### config.mk
export PLATFORM = sky130hd
export DESIGN_NAME = aes_io_bridge
export DESIGN_NICKNAME = d
export VERILOG_FILES = /design/src/rtl/aes_bridge_pkg.sv /design/src/rtl/aes_word_serializer.sv /design/src/rtl/aes_io_bridge.sv
export SDC_FILE = /design/constraint.sdc
export NUM_CORES = 1
export LEC_CHECK = 0
export ABC_AREA = 1
export ABC_CLOCK_PERIOD_IN_PS = 2550
export BUFFER_PORTS_ARGS = -buffer_cell sky130_fd_sc_hd__buf_4
export CAP_MARGIN = 20
export CORE_UTILIZATION = 50
export CTS_CLUSTER_DIAMETER = 120
export DETAILED_ROUTE_END_ITERATION = 8
export HOLD_SLACK_MARGIN = 0.12
export PLACE_DENSITY = 0.77
export SYNTH_ARGS = -nofsm -noshare
export SYNTH_HDL_FRONTEND = slang
export SYNTH_SLANG_ARGS = --single-unit
### constraint.sdc
create_clock -name AES_clk -period 2.55 [get_ports AES_clk]
set_clock_uncertainty 0.15 [all_clocks]
set_input_delay 0.1275 -clock AES_clk [delete_from_list [all_inputs] [get_ports AES_clk]]
set_output_delay 0.1275 -clock AES_clk [all_outputs]
set_load 0.01 [all_outputs]
### src/rtl/aes_bridge_pkg.sv
// Shared types and constants for the AES I/O bridge: state encoding, word geometry
// and the word-index to bit-offset mapping (word 0 is the most-significant word).
package aes_bridge_pkg;

  localparam int WORD_W          = 32;
  localparam int WORDS_PER_KEY   = 4;
  localparam int WORDS_PER_BLOCK = 4;
  localparam int BLOCK_W         = WORD_W * WORDS_PER_BLOCK;

  typedef enum logic [1:0] {
    LOAD  = 2'd0,
    RUN   = 2'd1,
    DRAIN = 2'd2
  } state_t;

  function automatic int word_lsb(input logic [1:0] idx);
    return (WORDS_PER_BLOCK - 1 - int'(idx)) * WORD_W;
  endfunction

endpackage

### src/rtl/aes_word_serializer.sv
// Loads a 128-bit result and emits it as four 32-bit words, MS word first; first word
// valid the cycle after load. Word and index hold while m_valid && !m_ready.
module aes_word_serializer
  import aes_bridge_pkg::*;
(
  input  logic               clk,
  input  logic               rst_n,
  input  logic               load,
  input  logic [BLOCK_W-1:0] din,
  output logic [WORD_W-1:0]  m_data,
  output logic               m_valid,
  input  logic               m_ready,
  output logic               last_xfer
);

  logic [BLOCK_W-1:0] result;
  logic [1:0]         idx;

  always_ff @(posedge clk or negedge rst_n) begin
    if (!rst_n) begin
      result  <= '0;
      idx     <= '0;
      m_valid <= 1'b0;
    end else if (load) begin
      result  <= din;
      idx     <= '0;
      m_valid <= 1'b1;
    end else if (m_valid && m_ready) begin
      idx <= idx + 2'd1;
      if (idx == 2'd3) begin
        m_valid <= 1'b0;
      end
    end
  end

  assign m_data    = result[word_lsb(idx) +: WORD_W];
  assign last_xfer = m_valid && m_ready && (idx == 2'd3);

endmodule

### src/rtl/aes_io_bridge.sv
// Streams key+plaintext words into an AES core and the ciphertext back out; minimum
// latency 8 load + core + 1 capture + 4 drain cycles. s_ready only in LOAD, m_valid only in DRAIN.
module aes_io_bridge
  import aes_bridge_pkg::*;
#(
  parameter int TIMEOUT_CYCLES = 64
) (
  input  logic               AES_clk,
  input  logic               AES_rst_n,
  input  logic [WORD_W-1:0]  s_data,
  input  logic               s_valid,
  output logic               s_ready,
  output logic [WORD_W-1:0]  m_data,
  output logic               m_valid,
  input  logic               m_ready,
  output logic               aes_en,
  output logic [BLOCK_W-1:0] aes_key_in,
  output logic [BLOCK_W-1:0] aes_data_in,
  input  logic [BLOCK_W-1:0] aes_data_out,
  input  logic               aes_data_out_valid,
  output logic               busy,
  output logic               timeout_err
);

  localparam int TW = (TIMEOUT_CYCLES > 2) ? $clog2(TIMEOUT_CYCLES) : 1;
  localparam logic [TW-1:0] TMAX = TW'(TIMEOUT_CYCLES - 1);

  state_t        state;
  logic [2:0]    wcnt;
  logic [TW-1:0] tcnt;
  logic          s_fire;
  logic          capture;
  logic          last_xfer;

  assign s_fire  = s_valid && s_ready;
  assign capture = (state == RUN) && aes_data_out_valid;
  assign busy    = (state != LOAD);

  always_ff @(posedge AES_clk or negedge AES_rst_n) begin
    if (!AES_rst_n) begin
      state       <= LOAD;
      wcnt        <= '0;
      tcnt        <= '0;
      aes_en      <= 1'b0;
      aes_key_in  <= '0;
      aes_data_in <= '0;
      s_ready     <= 1'b0;
      timeout_err <= 1'b0;
    end else begin
      timeout_err <= 1'b0;
      case (state)
        LOAD: begin
          s_ready <= 1'b1;
          if (s_fire) begin
            if (!wcnt[2]) begin
              aes_key_in[word_lsb(wcnt[1:0]) +: WORD_W] <= s_data;
            end else begin
              aes_data_in[word_lsb(wcnt[1:0]) +: WORD_W] <= s_data;
            end
            // wcnt wraps 7 -> 0, so the counter is already clear for the next block
            wcnt <= wcnt + 3'd1;
            if (wcnt == 3'd7) begin
              state   <= RUN;
              aes_en  <= 1'b1;
              s_ready <= 1'b0;
              tcnt    <= '0;
            end
          end
        end
        RUN: begin
          // a result arriving on the final timeout cycle still wins
          if (aes_data_out_valid) begin
            state  <= DRAIN;
            aes_en <= 1'b0;
          end else if (tcnt == TMAX) begin
            state       <= LOAD;
            aes_en      <= 1'b0;
            timeout_err <= 1'b1;
            s_ready     <= 1'b1;
            wcnt        <= '0;
          end else begin
            tcnt <= tcnt + 1'b1;
          end
        end
        DRAIN: begin
          if (last_xfer) begin
            state   <= LOAD;
            s_ready <= 1'b1;
          end
        end
        default: state <= LOAD;
      endcase
    end
  end

  aes_word_serializer u_ser (
    .clk       (AES_clk),
    .rst_n     (AES_rst_n),
    .load      (capture),
    .din       (aes_data_out),
    .m_data    (m_data),
    .m_valid   (m_valid),
    .m_ready   (m_ready),
    .last_xfer (last_xfer)
  );

endmodule

After elaboration in Yosys (flattened, before gate mapping)

Cells that the tools add are included.

Add/subtract/negate cells: 6
Multiply operators: 0
Divide/modulo/power cells: 0
Magnitude comparators: 0
Equality and inequality tests: 12
Shifts and indexed selects: 3
Muxes and demuxes: 36
Bitwise gates (word level): 1
Reductions and logical operators: 18

Operator list:

| cell                                                    | number |
|---|---|
| bitwise mux 128 bit                                     | 2 |
| variable shift 32 x 33 -> 128 bit, first input constant | 1 |
| variable part select 128 x 32 -> 32 bit                 | 1 |
| variable part select 32 x 33 -> 128 bit                 | 1 |
| negation 8 -> 33 bit                                    | 1 |
| 2-to-1 mux 6 bit                                        | 4 |
| AND reduction 4 bit                                     | 4 |
| 2-to-1 mux 1 bit                                        | 15 |
| 2-to-1 mux 2 bit                                        | 7 |
| one-hot mux 6 bit (2 select lines)                      | 1 |
| inequality test 2 bit, second input constant            | 5 |
| 2-to-1 mux 3 bit                                        | 3 |
| nonzero test 2 bit                                      | 4 |
| adder 6 x 1 -> 6 bit, second input constant             | 1 |
| == test 6 bit, second input constant                    | 1 |
| one-hot mux 2 bit (3 select lines)                      | 1 |
| one-hot mux 3 bit (2 select lines)                      | 1 |
| AND reduction 3 bit                                     | 2 |
| subtractor 2 x 2 -> 3 bit, first input constant         | 2 |
| AND reduction 5 bit                                     | 1 |
| == test 2 bit, second input constant                    | 2 |
| logical AND 1 bit                                       | 4 |
| adder 3 x 1 -> 3 bit, second input constant             | 1 |
| == test 3 bit, second input constant                    | 1 |
| 10 further kinds                                        | 10 |

Flip-flop bits (word level): 401
Bits in latches: 0
Memory bits (writable): 0
Memory bits (read-only): 0
Input bits: 165
Output and inout port bits: 293
Word-level logic and storage cells: 87
Memories kept: 0

Logic depth before layout (Yosys ltp)

Depth in word-level cells: 4
Depth in mapped cells: 10

Modules after synthesis

A second synthesis with hierarchy kept.

Cells, all modules: 2272
Area, all modules: 19172.1 sq um

Modules (own cells, without submodules):

| module              | instances | cells an instance | area each (sq um) |
|---|---|---|---|
| aes_io_bridge       | 1         | 1468              | 12244.2 |
| aes_word_serializer | 1         | 804               | 6927.9 |

Worst setup path before layout

OpenSTA, ideal clock, no wires.

Kind: register to register
Start point: register wcnt[0]
End point: register aes_data_in[38]
Library setup time: 0.065 ns
Data arrival time: 2.099 ns
Slack: 0.236 ns
Stages on the path, launching flop included: 11
Cell sequence: dfrtp_1 buf_2 clkinv_1 clkbuf_1 ha_1 clkbuf_1 inv_2 clkbuf_1 nor3_1 nand2_1 nand2_1

Cells in the longest elaborated chain, start to end: 4
Elaborated cells on any way between the ends: 5

Ends and longest elaborated chain:

| item                                                                                         | RTL line             | source |
|---|---|---|
| start: declaration                                                                           | aes_io_bridge.sv:29  | `logic [2:0] wcnt;` |
| start signal: assignment                                                                     | aes_io_bridge.sv:61  | `wcnt <= wcnt + 3'd1;` |
| subtractor 2 x 2 -> 3 bit *                                                                  | aes_bridge_pkg.sv:17 | `return (WORDS_PER_BLOCK - 1 - int'(idx)) * WORD_W;` |
| negation 8 -> 33 bit *                                                                       | aes_io_bridge.sv:58  | `aes_data_in[word_lsb(wcnt[1:0]) +: WORD_W] <= s_data;` |
| variable part select 32 x 33 -> 128 bit or variable shift 32 x 33 -> 128 bit (tied branches) | aes_io_bridge.sv:58  |  |
| bitwise mux 128 bit *                                                                        | aes_io_bridge.sv:58  |  |
| end signal: indexed assignment                                                               | aes_io_bridge.sv:58  |  |
| end: declaration                                                                             | aes_io_bridge.sv:18  | `output logic [BLOCK_W-1:0] aes_data_in,` |

Every way passes the cells marked *; elsewhere a longest branch is shown, timed or not.
A chain may end at the register's enable or synchronous reset.

Final worst setup path

Start point: register state[1]
End point: register u_ser.result[112]

Cells in the longest elaborated chain, start to end: 2

Ends and longest elaborated chain:

| item                     | RTL line                  | source |
|---|---|---|
| start: declaration       | aes_io_bridge.sv:28       | `state_t state;` |
| start signal: assignment | aes_io_bridge.sv:41       | `state <= LOAD;` |
| start signal: assignment | aes_io_bridge.sv:63       | `state <= RUN;` |
| start signal: assignment | aes_io_bridge.sv:73       | `state <= DRAIN;` |
| == test 2 x 1 -> 1 bit   | aes_io_bridge.sv:36       | `assign capture = (state == RUN) && aes_data_out_valid;` |
| logical AND 1 bit        | aes_io_bridge.sv:36       |  |
| end signal: assignment   | aes_word_serializer.sv:25 | `result <= din;` |
| end: declaration         | aes_word_serializer.sv:16 | `logic [BLOCK_W-1:0] result;` |

No other way between the ends.

==> run summary <==
Num CTS Buffers: 42
PwrDens: 1120 nW/um^2
Fillers: 2555
R2R Path End: u_ser.result[112]
Drt first-iter violations: 1419
Core area: 34500 sq um
P&R area growth vs syn: 38.8%
Data arrival, critical path: 2.68 ns
Final worst-path cycle share: 92.5%
Total track usage: 35.1%
Via-to-Cell Ratio: 5.60
CTS tree: built
Largest cells by area after synthesis: dfrtp_1, nand2_1, o21ai_0, o21ai_1, nor2_1
FF+latch count, synth: 401
Commonest register cell after synthesis: dfrtp_1
Worst-path cell chain: inv_1, ha_2, nand2_4, clkinv_2, buf_6, nand2_1, nand2_1, dlygate4sd3_1
Setup TNS: 0 ns
Critical path class: register to register
Clock Latency Late Sink: 0.53 ns
Vias in the first global route: 17500
Global-route wire length before repair: 98400 um
Setup violations, final: 0
Initial Util: 50.8%
Fmax: 424 MHz
Post-Syn Nets: 2278
Gr ovfl total: 0
Fin nets: 2853
Via count: 17700
IO Count: 458
CTS root buf: clkbuf_16
Die area: 35900 sq um
Worst Max-Slew Pin Slew: 0.620 ns
Port bufs: 457
Reg2reg start: state[1]
Hold Crit Class: input pin to register
Ys Warns: 0
Cell Count, Final, Fillers Out: 3164
Post-Route WL: 62500 um
Clock Sinks: 401
Reg area: 10000 sq um
Synth Instances: 2102
Worst VDD drop: 0.822 mV
Status: completed
Clk slew on worst S/H paths: 0.06 ns
Routed wire length per instance: 19.8 um
Cell taking the most area after synthesis: dfrtp_1
Worst EP required: 2.87 ns
Placed insts: 2921
Final Hold Vio Count: 0
Row count: 68
Slew Limit Fails: 0
Share of layout cells above drive strength 1: 22.1%
R2R setup slack: 0.19 ns
Leak: 13.0 nW
Crit-path slowest cell: dlygate4sd3_1
Max-slew headroom: 58.7%
Drt drc: 0
Top fanout value on the critical path: 37
Initial antenna violation count: 1
Drt pass-1 iters: 5
Die width: 189 um
Sequential element share of the synthesized area: 57.1%
Post-synth EDFFs: 0
Worst r2r path cells: 8
Crit path capture: u_ser.result[112]
Worst path most repeated cell: nand2_1
RSZ-0062 raised after global routing: no
DIE HEIGHT: 189 um
Final period demand of the worst path: 2.36 ns
Max-cap violations: 0
Critical Path End Type: register
Longest Clk Path Bufs: 3
H-tree levels: 2
Crit path from: state[1]
Syn Std Cell Area: 17600 sq um
Pin count of the biggest net entering global routing: 95
Area of the multi-input gates: 6600 sq um
Async SR Flop Fraction: 100%
Mean post-synth cell area: 8.35 sq um
CP max stage delay: 0.54 ns
CP Launch Type: register
Cell variety after synth: 32
Area share of the largest cell type after synthesis: 57.1%
Final antenna-violating net count: 0
Hpwl dp: 40200 um
Gp weighted congestion: 0.935
==> worst max-delay path: cells and delay by family, from the launching register on <==
kind / cells / cell delay, ns
buffers and inverters: 4 / 1.05
adders and majority gates: 1 / 0.28
DFF: 1 / 0.42
and+or+nand+nor: 3 / 0.38
==> placed cells by master (no fill, tap or decap), types with 18 or more instances in the layout <==
cell | netlist | routed
nand2_1 | 909 | 906
dlygate4sd3_1 | 0 | 166
o21ai_1 | 89 | 89
nor3_1 | 69 | 69
dfrtp_1 | 401 | 399
nand3_1 | 42 | 42
nor2_1 | 101 | 101
inv_1 | 42 | 37
o22ai_1 | 32 | 32
buf_4 | 9 | 492
clkbuf_1 | 69 | 18
o21ai_0 | 226 | 226
clkbuf_16 | 0 | 45
==> synthesized netlist by cell type (3+ instances only) <==
| cell | number |
|---|---|
| o22ai_1 | 32 |
| clkbuf_1 | 69 |
| nor2_1 | 101 |
| nor2_4 | 6 |
| o21ai_1 | 89 |
| buf_2 | 39 |
| buf_4 | 9 |
| buf_6 | 18 |
| o21ai_0 | 226 |
| buf_1 | 8 |
| o21ai_2 | 8 |
| dfrtp_1 | 401 |
| inv_2 | 3 |
| inv_1 | 42 |
| nor3_1 | 69 |
| nand2_1 | 909 |
| ha_1 | 11 |
| nand3_1 | 42 |
| nand4_1 | 4 |
==> registers in the layout (all words and copies together), names as in the netlist <==
register and count:
wcnt 3, u_ser.idx 2, state 2, s_ready 1, tcnt 6, u_ser.m_valid 1
aes_key_in 128, aes_data_in 128, timeout_err 1, u_ser.result 128, aes_en 1
==> cells by family after synthesis <==
kind of cell | count (synthesis) | synth area share, %
and+or+nand+nor | 1139 | 25.9
DFF | 401 | 57.1
AOI/OAI and AO/OA | 359 | 10.7
buffers and inverters | 190 | 5.37
adders and majority gates | 11 | 0.784
xor gates and xnor gates | 2 | 0.0998
==> area by class of cell <==
| cell class | instances | area share (%) |
|---|---|---|
| multi-input combinational | 1511 | 27.1 |
| timing repair buffer | 675 | 23.3 |
| sequential | 401 | 41.2 |
| inverter | 46 | 0.714 |
| clock inverter | 7 | 0.154 |
| antenna | 1 | 0.0103 |
| tap | 455 | 2.34 |
| clock buffer | 68 | 5.18 |
==> worst min path at each step <==
stage | from | to | slack, ns | cells past startpoint
finish | aes_data_out[41] | u_ser.result[41] | 0.18 | 4
global route | aes_data_out[77] | u_ser.result[77] | 0.18 | 4
CTS | aes_data_out[3] | u_ser.result[3] | 0.16 | 4
detailed placement | AES_rst_n | aes_data_in[85] | -0.06 | 1
global placement | AES_rst_n | aes_data_in[86] | -0.07 | 1
floorplan | AES_rst_n | aes_data_in[0] | -0.32 | 0
==> layer usage <==
layer / global-route usage (%) / wire length [um] / vias to the layer above
met5: 0 / 0 / -
met4: 18.2 / 3620 / 0
met3: 8.56 / 6430 / 213
met2: 55.7 / 29100 / 1101
met1: 44.6 / 23400 / 8534
li1: - / - / 7881
==> power by group <==
part	internal (W)	switching (W)
clock network	0.00338	0.00250
registers	0.00841	0.00136
logic	0.00436	0.00725
==> per-stage QoR <==
step	worst slack (ns)	utilization [%]	hold WS, ns	power (W)	cell area [sq um]
2_1_floorplan	0.236	-	-0.318	0.0156	17600
3_3_place_gp	0.390	61.9	-0.0653	0.0205	21400
3_5_place_dp	0.348	61.9	-0.0646	0.0207	21400
4_1_cts	0.0662	70.5	0.162	0.0269	24400
5_1_grt	0.0533	70.6	0.184	0.0288	24400
6_report	0.191	70.6	0.182	0.0273	24400
==> what timing repair did <==
| action | CTS | global route |
|---|---|---|
| resized for setup | 0 | 2 |
| endpoints found under the hold margin | 802 | 0 |
| hold buffers | 167 | 0 |
| endpoints found under the setup margin | 0 | 1 |
| setup buffers | 0 | 0 |
Power figures use the tool's default switching activity.
